==> config.mk <==
export PLATFORM = sky130hd
export DESIGN_NAME = fft_frame_scheduler
export DESIGN_NICKNAME = d
export VERILOG_FILES = /design/src/rtl/fft_frame_scheduler.sv
export SDC_FILE = /design/constraint.sdc
export NUM_CORES = 1
export LEC_CHECK = 0
export ABC_AREA = 1
export ABC_CLOCK_PERIOD_IN_PS = 1850
export BUFFER_PORTS_ARGS = -buffer_cell sky130_fd_sc_hd__buf_4
export CAP_MARGIN = 20
export CORE_AREA = 4 4 123 89
export DETAILED_ROUTE_END_ITERATION = 12
export DIE_AREA = 0 0 127 93
export PLACE_DENSITY_LB_ADDON = 0.05
export REMOVE_ABC_BUFFERS = 1
export SKIP_CTS_REPAIR_TIMING = 1
export SLEW_MARGIN = 40
export SYNTH_ARGS = -nofsm -noshare
export SYNTH_HDL_FRONTEND = slang
export SYNTH_SLANG_ARGS = --single-unit
==> constraint.sdc <==
create_clock -name clk -period 1.85 [get_ports clk]
set_input_delay 0.0925 -clock clk [delete_from_list [all_inputs] [get_ports clk]]
set_output_delay 0.0925 -clock clk [all_outputs]
set_load 0.03 [all_outputs]
==> src/rtl/fft_frame_scheduler.sv <==
// fft_frame_scheduler: shares one 64-point FFT core between two frame
// requesters. Round-robin launch FSM, tag FIFO of frames in flight, output
// burst routing, and a watchdog for frames whose output never appears.
// Optional statistics counters are enabled with `define FFT_SCHED_STATS_EN.
module fft_frame_scheduler #(
    parameter int MAX_INFLIGHT = 2,
    parameter int GAP_CYCLES   = 2,
    parameter int TIMEOUT      = 1024
) (
    input  logic        clk,
    input  logic        rst,
    input  logic [1:0]  req,
    input  logic [1:0]  req_mode,
    output logic [1:0]  grant,
    output logic [1:0]  src_rd,
    output logic [5:0]  src_idx,
    input  logic [31:0] ch0_data,
    input  logic [31:0] ch1_data,
    output logic [31:0] In_Stream,
    output logic        Mode,
    output logic        Data_Start,
    input  logic        next_data,
    input  logic [31:0] Out_Stream,
    input  logic        Data_Out,
    output logic        out_valid,
    output logic [31:0] out_data,
    output logic        out_ch,
    output logic [5:0]  out_idx,
    output logic        out_last,
    output logic        busy,
    output logic        err_timeout
`ifdef FFT_SCHED_STATS_EN
    ,
    output logic [15:0] frames_ch0,
    output logic [15:0] frames_ch1,
    output logic [7:0]  drop_cnt
`endif
);

    localparam int PW = (MAX_INFLIGHT > 1) ? $clog2(MAX_INFLIGHT) : 1;
    localparam int CW = $clog2(MAX_INFLIGHT + 1);
    localparam int GW = $clog2(GAP_CYCLES + 2);
    localparam int WW = $clog2(TIMEOUT + 1);

    typedef enum logic [1:0] {S_IDLE, S_LOAD, S_GAP} state_t;

    state_t          state_q;
    logic [1:0]      grant_q, src_rd_q;
    logic [5:0]      src_idx_q;
    logic            mode_q;
    logic            last_q;
    logic [GW-1:0]   gap_q;

    logic [31:0]     in_stream_q;
    logic            data_start_q;

    logic            tag_mem [MAX_INFLIGHT];
    logic [PW-1:0]   wp_q, rp_q;
    logic [CW-1:0]   cnt_q;

    logic            cap_act_q, cap_drop_q, drop_pend_q;
    logic [5:0]      cap_cnt_q;
    logic            out_valid_q, out_ch_q, out_last_q;
    logic [31:0]     out_data_q;
    logic [5:0]      out_idx_q;

    logic [WW-1:0]   wd_q;
    logic            err_q;

    logic            win, launch, fifo_full, fifo_nonempty, head_tag;
    logic            push, pop, cap_start, cap_route, wd_run, wd_fire;

    function automatic logic [PW-1:0] ptr_inc(input logic [PW-1:0] p);
        return (p == PW'(MAX_INFLIGHT - 1)) ? '0 : p + PW'(1);
    endfunction

    // Round-robin winner: on a tie the last-granted channel loses.
    always_comb begin
        win = 1'b0;
        if (req == 2'b11) win = ~last_q;
        else              win = req[1];
    end

    assign fifo_full     = (cnt_q == CW'(MAX_INFLIGHT));
    assign fifo_nonempty = (cnt_q != '0);
    assign head_tag      = tag_mem[rp_q];
    assign launch        = (state_q == S_IDLE) && (req != 2'b00) && next_data && !fifo_full;
    assign push          = launch;
    assign cap_start     = Data_Out && !cap_act_q;
    assign cap_route     = cap_start && fifo_nonempty && !drop_pend_q;
    assign pop           = cap_act_q && !cap_drop_q && (cap_cnt_q == 6'd62);
    // Only frames whose input has fully gone into the core can be late.
    assign wd_run        = (cnt_q > CW'(state_q == S_LOAD)) && !cap_act_q;
    assign wd_fire       = wd_run && !Data_Out && (wd_q == WW'(TIMEOUT - 1));

    // Launch FSM: arbitrate, stream 64 source reads, then enforce the gap.
    always_ff @(posedge clk) begin
        if (rst) begin
            state_q   <= S_IDLE;
            grant_q   <= 2'b00;
            src_rd_q  <= 2'b00;
            src_idx_q <= 6'd0;
            mode_q    <= 1'b0;
            last_q    <= 1'b1;
            gap_q     <= '0;
        end else begin
            grant_q <= 2'b00;
            case (state_q)
                S_IDLE: begin
                    if (launch) begin
                        grant_q   <= win ? 2'b10 : 2'b01;
                        src_rd_q  <= win ? 2'b10 : 2'b01;
                        src_idx_q <= 6'd0;
                        mode_q    <= req_mode[win];
                        last_q    <= win;
                        state_q   <= S_LOAD;
                    end
                end
                S_LOAD: begin
                    if (src_idx_q == 6'd63) begin
                        src_rd_q  <= 2'b00;
                        src_idx_q <= 6'd0;
                        gap_q     <= '0;
                        state_q   <= S_GAP;
                    end else begin
                        src_idx_q <= src_idx_q + 6'd1;
                    end
                end
                S_GAP: begin
                    // First GAP cycle still carries sample 63 on In_Stream.
                    if (gap_q == GW'(GAP_CYCLES)) state_q <= S_IDLE;
                    else                          gap_q   <= gap_q + GW'(1);
                end
                default: state_q <= S_IDLE;
            endcase
        end
    end

    // Core input register: one cycle behind the source read strobe.
    always_ff @(posedge clk) begin
        if (rst) begin
            in_stream_q  <= 32'd0;
            data_start_q <= 1'b0;
        end else begin
            data_start_q <= |src_rd_q;
            in_stream_q  <= src_rd_q[1] ? ch1_data :
                            src_rd_q[0] ? ch0_data : 32'd0;
        end
    end

    // Tag FIFO: push on launch, pop on the last output sample, flush on timeout.
    always_ff @(posedge clk) begin
        if (rst || wd_fire) begin
            wp_q  <= '0;
            rp_q  <= '0;
            cnt_q <= '0;
        end else begin
            if (push) begin
                tag_mem[wp_q] <= win;
                wp_q          <= ptr_inc(wp_q);
            end
            if (pop) rp_q <= ptr_inc(rp_q);
            case ({push, pop})
                2'b10:   cnt_q <= cnt_q + CW'(1);
                2'b01:   cnt_q <= cnt_q - CW'(1);
                default: cnt_q <= cnt_q;
            endcase
        end
    end

    // Return path: capture 64 samples from Data_Out, routed or dropped.
    always_ff @(posedge clk) begin
        if (rst) begin
            cap_act_q   <= 1'b0;
            cap_drop_q  <= 1'b0;
            cap_cnt_q   <= 6'd0;
            drop_pend_q <= 1'b0;
            out_valid_q <= 1'b0;
            out_data_q  <= 32'd0;
            out_ch_q    <= 1'b0;
            out_idx_q   <= 6'd0;
            out_last_q  <= 1'b0;
        end else begin
            if (wd_fire) drop_pend_q <= 1'b1;
            if (cap_start) begin
                cap_act_q   <= 1'b1;
                cap_drop_q  <= !cap_route;
                cap_cnt_q   <= 6'd0;
                out_valid_q <= cap_route;
                out_data_q  <= cap_route ? Out_Stream : 32'd0;
                out_ch_q    <= cap_route ? head_tag : out_ch_q;
                out_idx_q   <= 6'd0;
                out_last_q  <= 1'b0;
                if (!cap_route) drop_pend_q <= 1'b0;
            end else if (cap_act_q) begin
                cap_cnt_q   <= cap_cnt_q + 6'd1;
                out_valid_q <= !cap_drop_q;
                out_data_q  <= cap_drop_q ? 32'd0 : Out_Stream;
                out_idx_q   <= cap_drop_q ? 6'd0 : cap_cnt_q + 6'd1;
                out_last_q  <= !cap_drop_q && (cap_cnt_q == 6'd62);
                if (cap_cnt_q == 6'd62) cap_act_q <= 1'b0;
            end else begin
                out_valid_q <= 1'b0;
                out_data_q  <= 32'd0;
                out_idx_q   <= 6'd0;
                out_last_q  <= 1'b0;
            end
        end
    end

    // Watchdog on the oldest in-flight frame; error flag is sticky.
    always_ff @(posedge clk) begin
        if (rst) begin
            wd_q  <= '0;
            err_q <= 1'b0;
        end else begin
            if (!wd_run || wd_fire) wd_q <= '0;
            else                    wd_q <= wd_q + WW'(1);
            if (wd_fire) err_q <= 1'b1;
        end
    end

`ifdef FFT_SCHED_STATS_EN
    logic [15:0] frames_ch0_q, frames_ch1_q;
    logic [7:0]  drop_cnt_q;

    // Per-channel completed frames (wrapping) and dropped bursts (saturating).
    always_ff @(posedge clk) begin
        if (rst) begin
            frames_ch0_q <= 16'd0;
            frames_ch1_q <= 16'd0;
            drop_cnt_q   <= 8'd0;
        end else begin
            if (pop && !head_tag) frames_ch0_q <= frames_ch0_q + 16'd1;
            if (pop &&  head_tag) frames_ch1_q <= frames_ch1_q + 16'd1;
            if (cap_start && !cap_route && drop_cnt_q != 8'd255)
                drop_cnt_q <= drop_cnt_q + 8'd1;
        end
    end

    assign frames_ch0 = frames_ch0_q;
    assign frames_ch1 = frames_ch1_q;
    assign drop_cnt   = drop_cnt_q;
`endif

    assign grant       = grant_q;
    assign src_rd      = src_rd_q;
    assign src_idx     = src_idx_q;
    assign In_Stream   = in_stream_q;
    assign Mode        = mode_q;
    assign Data_Start  = data_start_q;
    assign out_valid   = out_valid_q;
    assign out_data    = out_data_q;
    assign out_ch      = out_ch_q;
    assign out_idx     = out_idx_q;
    assign out_last    = out_last_q;
    assign busy        = fifo_nonempty || (state_q != S_IDLE);
    assign err_timeout = err_q;

endmodule
==> results by group, run 1 <==
Run status
  • Status: finished, violations left
  • Violations in the final reports: negative hold slack

Final layout
  • Final non-filler cell area: 0.00773 mm²
  • Number of nets at the end of the flow: 951
  • Signed area change from the synthesized netlist to the final layout: 67.6%
  • Share of post-route cells with drive strength above 1: 35.5%
  • Fill cell total of the finished layout: 619
  • Utilization of the core after routing: 79.8%
  • Antenna diode count: 0

Worst setup path
  • CP cell instances: inv_1 -> ha_1 -> inv_1 -> nor2_2 -> nand3_2 -> inv_1 -> ha_1 -> a21oi_1 -> o21ai_1 -> xor2_1 -> nor2_1
  • Largest fanout on the critical path: 3
  • CP dominant cell by count: inv_1
  • Worst path buffer plus inverter count: 3
  • Slowest cell delay on critical path: 0.32 ns
  • Logic depth of the worst path, buffers included: 11
  • Type of the worst setup path: flop to flop
  • Logic depth of the worst register-to-register path: 11
  • Data arrival at the endpoint of the critical path: 2.04 ns
  • CP Launch Type: flop
  • Type of element capturing the critical path: flop
  • Critical-path cell with the highest stage delay: dfxtp_1
  • Worst Path Required: 2.18 ns
  • CP delay by family, top: adder cells

Detailed routing
  • Initial DRC Count: 191
  • Number of vias in the routed layout: 4,640
  • DRC: 0
  • Post-detailed-route wirelength per cell: 14.9 µm
  • Total detailed-routing wirelength: 14,600 µm
  • Pre-antenna DRT Iters: 4
  • Count of antenna-violating nets left after detailed routing: 0
  • Mean number of vias per cell: 4.73

STA
  • Final Critical Period: 1.71 ns
  • Number of hold violations in the final report: 2
  • Measured slew at the worst slew-check pin: 0.552 ns
  • Hold Slack: -0.0330 ns
  • Final count of pins violating max slew: 0
  • Final setup vio count: 0
  • Setup Skew: 0.00728 ns
  • Worst relative slew slack: 62.9%
  • Final clock period utilization by the worst path: 92.6%
  • Worst-case setup margin in the final layout: 0.136 ns
  • Peak Freq: 0.583 GHz

Placement
  • Port Buffer Count: 190
  • HPWL after detailed placement: 9160 µm
  • Area of placed instances: 0.00617 mm²
  • Placement Setup Slack: 0.0932 ns
  • Weighted congestion reported at the end of routability-driven placement: 0.868

Synthesis
  • Post-synth ARST share: 0%
  • Post-synth EDFFs: 2
  • Post-synthesis average cell area: 8.55 µm²
  • Number of distinct library cell variants in the gate-level netlist after synthesis: 29
  • Area of the mapped netlist: 0.00461 mm²
  • Yosys warning total: 0
  • Most area-hungry cell type in the Yosys netlist: dfxtp_1
  • Sequential area share after synthesis: 51.2%
  • Cell with the most instances after synthesis: nand2_1
  • FF+latch count, synth: 117
  • Gate Count Post-Synth: 539
  • Commonest cells in the synthesized netlist: nand2_1, dfxtp_1, inv_1
  • Synth Flop Type: dfxtp_1
  • Cell types occupying the most area after synthesis: dfxtp_1, nand2_1, nor2_4
  • Area fraction of the dominant cell type after synthesis: 49.9%

Die
  • Die Y: 93 µm
  • DIE AREA: 0.0118 mm²
  • I/O pin count: 191
  • Floorplan core area: 0.00968 mm²
  • Number of rows created at floorplan: 30
  • Initial Utilization: 47.6%
  • Die X-Extent: 127 µm

Clocking
  • Cell at the root of the clock tree: clkbuf_16
  • Clock sink total: 117
  • Clock Path Buffers: 2
  • Maximum level of the CTS H-tree: 4
  • CTS tree: built
  • Clk pin slew, worst setup/hold paths: 0.05 ns
  • Number of clock buffers inserted by TritonCTS: 17
  • Latest clock arrival within the worst-skew pair: 0.41 ns

Power
  • Leakage component of the power: 3.67 nW
  • Post-layout power: 6.98 mW
  • Power Dens Cells: 903 mW/mm²
  • VDD IR max: 0.660 mV

Min path
  • Hold Path Cell Cnt: 3
  • Class of the tightest hold or removal check: input port to flop

Run
  • Max-cap violation count: 0

Global route
  • Number of global-route vias before repair: 4,059
  • Global route total overflow: 0
  • Aggregate global-route resource usage: 20.7%
  • Wire length of the first global-routing pass: 19,300 µm
  • Pin count of the biggest net entering global routing: 34
  • Initial antenna violation count: 0
-- state kept, by name, summed over array words and instances, names as in the netlist, 2 cells and up --
name       cells
cnt_q          2
cap_cnt_q      6
src_idx        6
out_data      32
In_Stream     32
tag_mem        2
src_rd         2
wd_q          11
gap_q          2
state_q        2
out_idx        6
grant          2
-- stage by stage --
step,cells,setup TNS (ns)
finish,981,0
global route,981,-0.000578
CTS,884,-0.00409
detailed placement,853,0
global placement,853,0
floorplan,521,-0.0924
-- layout by cell type, fill, tap and decap left out, types with 3 or more instances in the layout --
master,synthesis,routed
a21oi_1,18,18
inv_1,69,69
clkbuf_8,0,3
xnor2_1,4,4
nor2_2,17,19
nand2_2,5,5
nand3_1,21,20
ha_1,6,6
dlygate4sd3_1,0,96
dfxtp_1,115,114
buf_4,0,204
nor3_1,3,3
inv_2,3,3
nor2_4,32,32
nor2_1,41,39
xor2_1,10,10
clkinv_2,0,6
clkbuf_16,0,17
nand2_1,118,118
o21ai_0,45,44
-- path summary, 6_finish.rpt --
path / from / endpoint / slack [ns]
setup / recovery: cap_cnt_q[0] / cnt_q[1] / 0.14
hold / removal: ch0_data[17] / In_Stream[17] / -0.03
setup reg to reg: cap_cnt_q[0] / cnt_q[1] / 0.14
hold reg to reg: wd_q[0] / wd_q[0] / 0.46
-- final cells by class --
cell class | instances | area, µm² | area share, %
Inverter | 74 | 288 | 3.72
Sequential cell | 117 | 2360 | 30.6
Multi-Input combinational cell | 330 | 1830 | 23.6
Clock inverter | 10 | 105 | 1.36
Timing Repair Buffer | 301 | 2510 | 32.5
Clock buffer | 21 | 470 | 6.09
Tap cell | 128 | 160 | 2.07
-- tightest hold or removal path: stages --
cell and delay, ns:
buf_4 0.11, nand2_1 0.05, o21ai_0 0.06
-- cell families (layout without fill, tap and decap cells) --
kind of cell    Yosys count  count (layout)  synth area share (%)
flops                   117             117                  51.2
simple gates            245             245                  27.9
xor+xnor                 14              14                  2.66
fa+ha+maj                 6               6                  1.63
buf+inv                  92             406                  9.34
compound gates           64              64                  7.00
mux                       1               1                 0.217
-- per-layer routing --
metal  GRT usage, %  vias up  wire [µm]
met2           34.0      199       7370
li1               -     2261          -
met3           8.05       40       1070
met4           11.5        0        511
met1           23.1     2140       5660
met5              0        -          0
-- where the power goes --
| group | switching (mW) | leakage (nW) | internal, mW |
|---|---|---|---|
| clock network | 1.11 | 0.284 | 2.06 |
| registers | 0.0550 | 0.954 | 2.64 |
| logic | 0.597 | 2.44 | 0.511 |
Power figures use the tool's default switching activity.
==> run 2, diff against run 1 <==
Settings changed: CORE_AREA 4 4 123 89 to 4 4 119 92, DIE_AREA 0 0 127 93 to 0 0 123 96, SETUP_SLACK_MARGIN set to 0.4.
==> results by group, run 2 (same netlist as run 1, synthesis figures left out) <==
Worst setup path
  • Critical-path cell with the highest stage delay: dfxtp_2
  • CP delay by family, top: flip-flops
  • Worst path buffer plus inverter count: 3 (unchanged)
  • Slowest cell delay on critical path: 0.32 ns (about the same)
  • Type of the worst setup path: flop to flop
  • Logic depth of the worst register-to-register path: 11 (unchanged)
  • CP Launch Type: flop
  • CP cell instances: inv_2 -> ha_4 -> inv_2 -> nor2_4 -> nand3_4 -> inv_4 -> ha_4 -> a21oi_2 -> o21ai_1 -> xor2_1 -> nor2_1
  • Data arrival at the endpoint of the critical path: 1.87 ns (-0.17 ns)
  • Worst Path Required: 2.19 ns (about the same)
  • Type of element capturing the critical path: flop
  • Largest fanout on the critical path: 3 (unchanged)
  • Logic depth of the worst path, buffers included: 11 (unchanged)

Global route
  • Number of global-route vias before repair: 3,706 (-8.7%)
  • Wire length of the first global-routing pass: 17,800 µm (-7.6%)
  • Global route total overflow: 0 (unchanged)
  • Aggregate global-route resource usage: 19.4% (-1.3 points)
  • Pin count of the biggest net entering global routing: 34 (unchanged)
  • Initial antenna violation count: 1 (+1)

Die
  • Die X-Extent: 123 µm (-3.1%)
  • DIE AREA: 0.0118 mm² (about the same)
  • Initial Utilization: 47.7% (+0.13 points)
  • Number of rows created at floorplan: 31 (+3.3%)
  • Floorplan core area: 0.00966 mm² (-0.27%)
  • Die Y: 96 µm (+3.2%)
  • I/O pin count: 191 (unchanged)

STA
  • Final setup vio count: 0 (unchanged)
  • Hold Slack: -0.0197 ns (+0.0133 ns)
  • Final clock period utilization by the worst path: 82.7% (-10 points)
  • Peak Freq: 0.654 GHz (+12%)
  • Measured slew at the worst slew-check pin: 0.347 ns (-0.205 ns)
  • Worst relative slew slack: 76.9% (+14 points)
  • Number of hold violations in the final report: 3 (+1)
  • Summed negative setup slack over all endpoints: 0 ns (unchanged)
  • Final count of pins violating max slew: 0 (unchanged)
  • Setup Skew: 0.00868 ns (+0.00139 ns)
  • Setup repair after global routing missed its margin: true
  • Final Critical Period: 1.53 ns (-0.184 ns)

Power
  • Sequential power share: 39.0% (+0.3 points)
  • Power Dens Cells: 882 mW/mm² (-2.3%)
  • Post-layout power: 6.92 mW (-0.77%)
  • Net switching power: 1.72 mW (-2.2%)
  • VDD IR max: 0.664 mV (+0.56%)
  • Share of total power in combinational logic: 16.4% (+0.5 points)
  • Switching Fraction: 24.9% (-0.36 points)
  • Clk pwr share: 44.6% (-0.8 points)
  • Int Power: 5.20 mW (-0.29%)
  • Leakage component of the power: 3.61 nW (-1.7%)

Clocking
  • Number of clock buffers inserted by TritonCTS: 17 (unchanged)
  • CTS tree: built
  • Cell at the root of the clock tree: clkbuf_16
  • Clk pin slew, worst setup/hold paths: 0.05 ns (about the same)
  • Clock Path Buffers: 2 (unchanged)
  • Latest clock arrival within the worst-skew pair: 0.41 ns (about the same)
  • Clock sink total: 117 (unchanged)
  • Maximum level of the CTS H-tree: 4 (unchanged)

Final layout
  • Number of nets at the end of the flow: 952 (+0.11%)
  • Filler-free cell count of the finished design: 988 (+0.71%)
  • Commonest cells after routing, fill and taps aside: buf_4, nand2_1, dfxtp_1, dlygate4sd3_1, inv_1
  • Most common cell after layout, fill and taps aside: buf_4
  • Share of post-route cells with drive strength above 1: 37.9% (+2.4 points)
  • Signed area change from the synthesized netlist to the final layout: 70.2%
  • Utilization of the core after routing: 81.2% (+1.5 points)
  • Fill cell total of the finished layout: 587 (-5.2%)

Detailed routing
  • Post-detailed-route wirelength per cell: 14.9 µm (+0.24%)
  • Mean number of vias per cell: 4.65 (-1.6%)
  • Count of antenna-violating nets left after detailed routing: 0 (unchanged)
  • Pre-antenna DRT Iters: 5 (+1)
  • Number of vias in the routed layout: 4,598 (-0.91%)
  • Initial DRC Count: 238 (+25%)
  • Total detailed-routing wirelength: 14,800 µm (+0.95%)
  • DRC: 0 (unchanged)

Placement
  • Cell count after placement: 857 (+0.47%)
  • Port Buffer Count: 190 (unchanged)
  • Weighted congestion reported at the end of routability-driven placement: 0.825 (-4.9%)
  • HPWL after detailed placement: 8950 µm (-2.3%)

Run
  • Max-cap violation count: 0 (unchanged)

Min path
  • Hold Path Cell Cnt: 3 (unchanged)
  • Class of the tightest hold or removal check: input port to flop

Run status
  • Violations in the final reports: negative hold slack
  • Status: finished, violations left
[run 2: cell types whose count changed in the layout (fill, tap and decap cells not counted), sizes merged]
cell,delta
clkbuf,+4
bufinv,-1
dlygate4sd3,-2
clkinvlp,-2
clkinv,-3
diode,+4
buf,+3
[run 2: worst register-to-register path, stage by stage, from the launching register on]
cell     delay (ns)
dfxtp_2        0.32
inv_2          0.07
ha_4           0.12
inv_2          0.04
nor2_4         0.10
nand3_4        0.11
inv_4          0.08
ha_4           0.20
a21oi_2        0.09
o21ai_1        0.09
xor2_1         0.14
nor2_1         0.11
[run 2: per-layer routing]
layer,global-route usage [%],part of all wire (%)
met1,22.7,37
met2,32.7,52
met3,7.99,8.2
met4,5.99,2.3
met5,0,0
[run 2: per-stage QoR]
stage	setup slack, ns	instance area, µm²
floorplan	-0.0924	4470
global placement	0.174	6190
detailed placement	0.0919	6190
CTS	0.105	6750
global route	0.223	7840
finish	0.320	7850
[run 2: final cells by class]
| class | count | area (µm²) | area share, % |
|---|---|---|---|
| Multi-Input combinational cell | 330 | 1910 | 24.4 |
| Sequential cell | 117 | 2380 | 30.3 |
| Clock buffer | 25 | 515 | 6.57 |
| Antenna cell | 4 | 10.0 | 0.128 |
| Timing Repair Buffer | 302 | 2530 | 32.2 |
| Clock inverter | 4 | 45.0 | 0.574 |
| Tap cell | 132 | 165 | 2.10 |
| Inverter | 74 | 293 | 3.73 |
[run 2: power groups by stage]
stage | Clock [mW] | Combinational, mW | Sequential [mW]
4_1_cts | 3.12 | 0.937 | 2.70
5_1_grt | 3.25 | 1.21 | 2.71
3_5_place_dp | 0 | 0.933 | 2.75
3_3_place_gp | 0 | 0.921 | 2.74
2_1_floorplan | 0 | 0.309 | 2.92
6_report | 3.09 | 1.14 | 2.70
[run 2: worst paths after layout]
check               startpoint             to  slack, ns
setup / recovery  cap_cnt_q[0]       cnt_q[1]       0.32
hold / removal    ch0_data[11]  In_Stream[11]      -0.02
setup reg to reg  cap_cnt_q[0]       cnt_q[1]       0.32
hold reg to reg        wd_q[0]        wd_q[0]       0.45
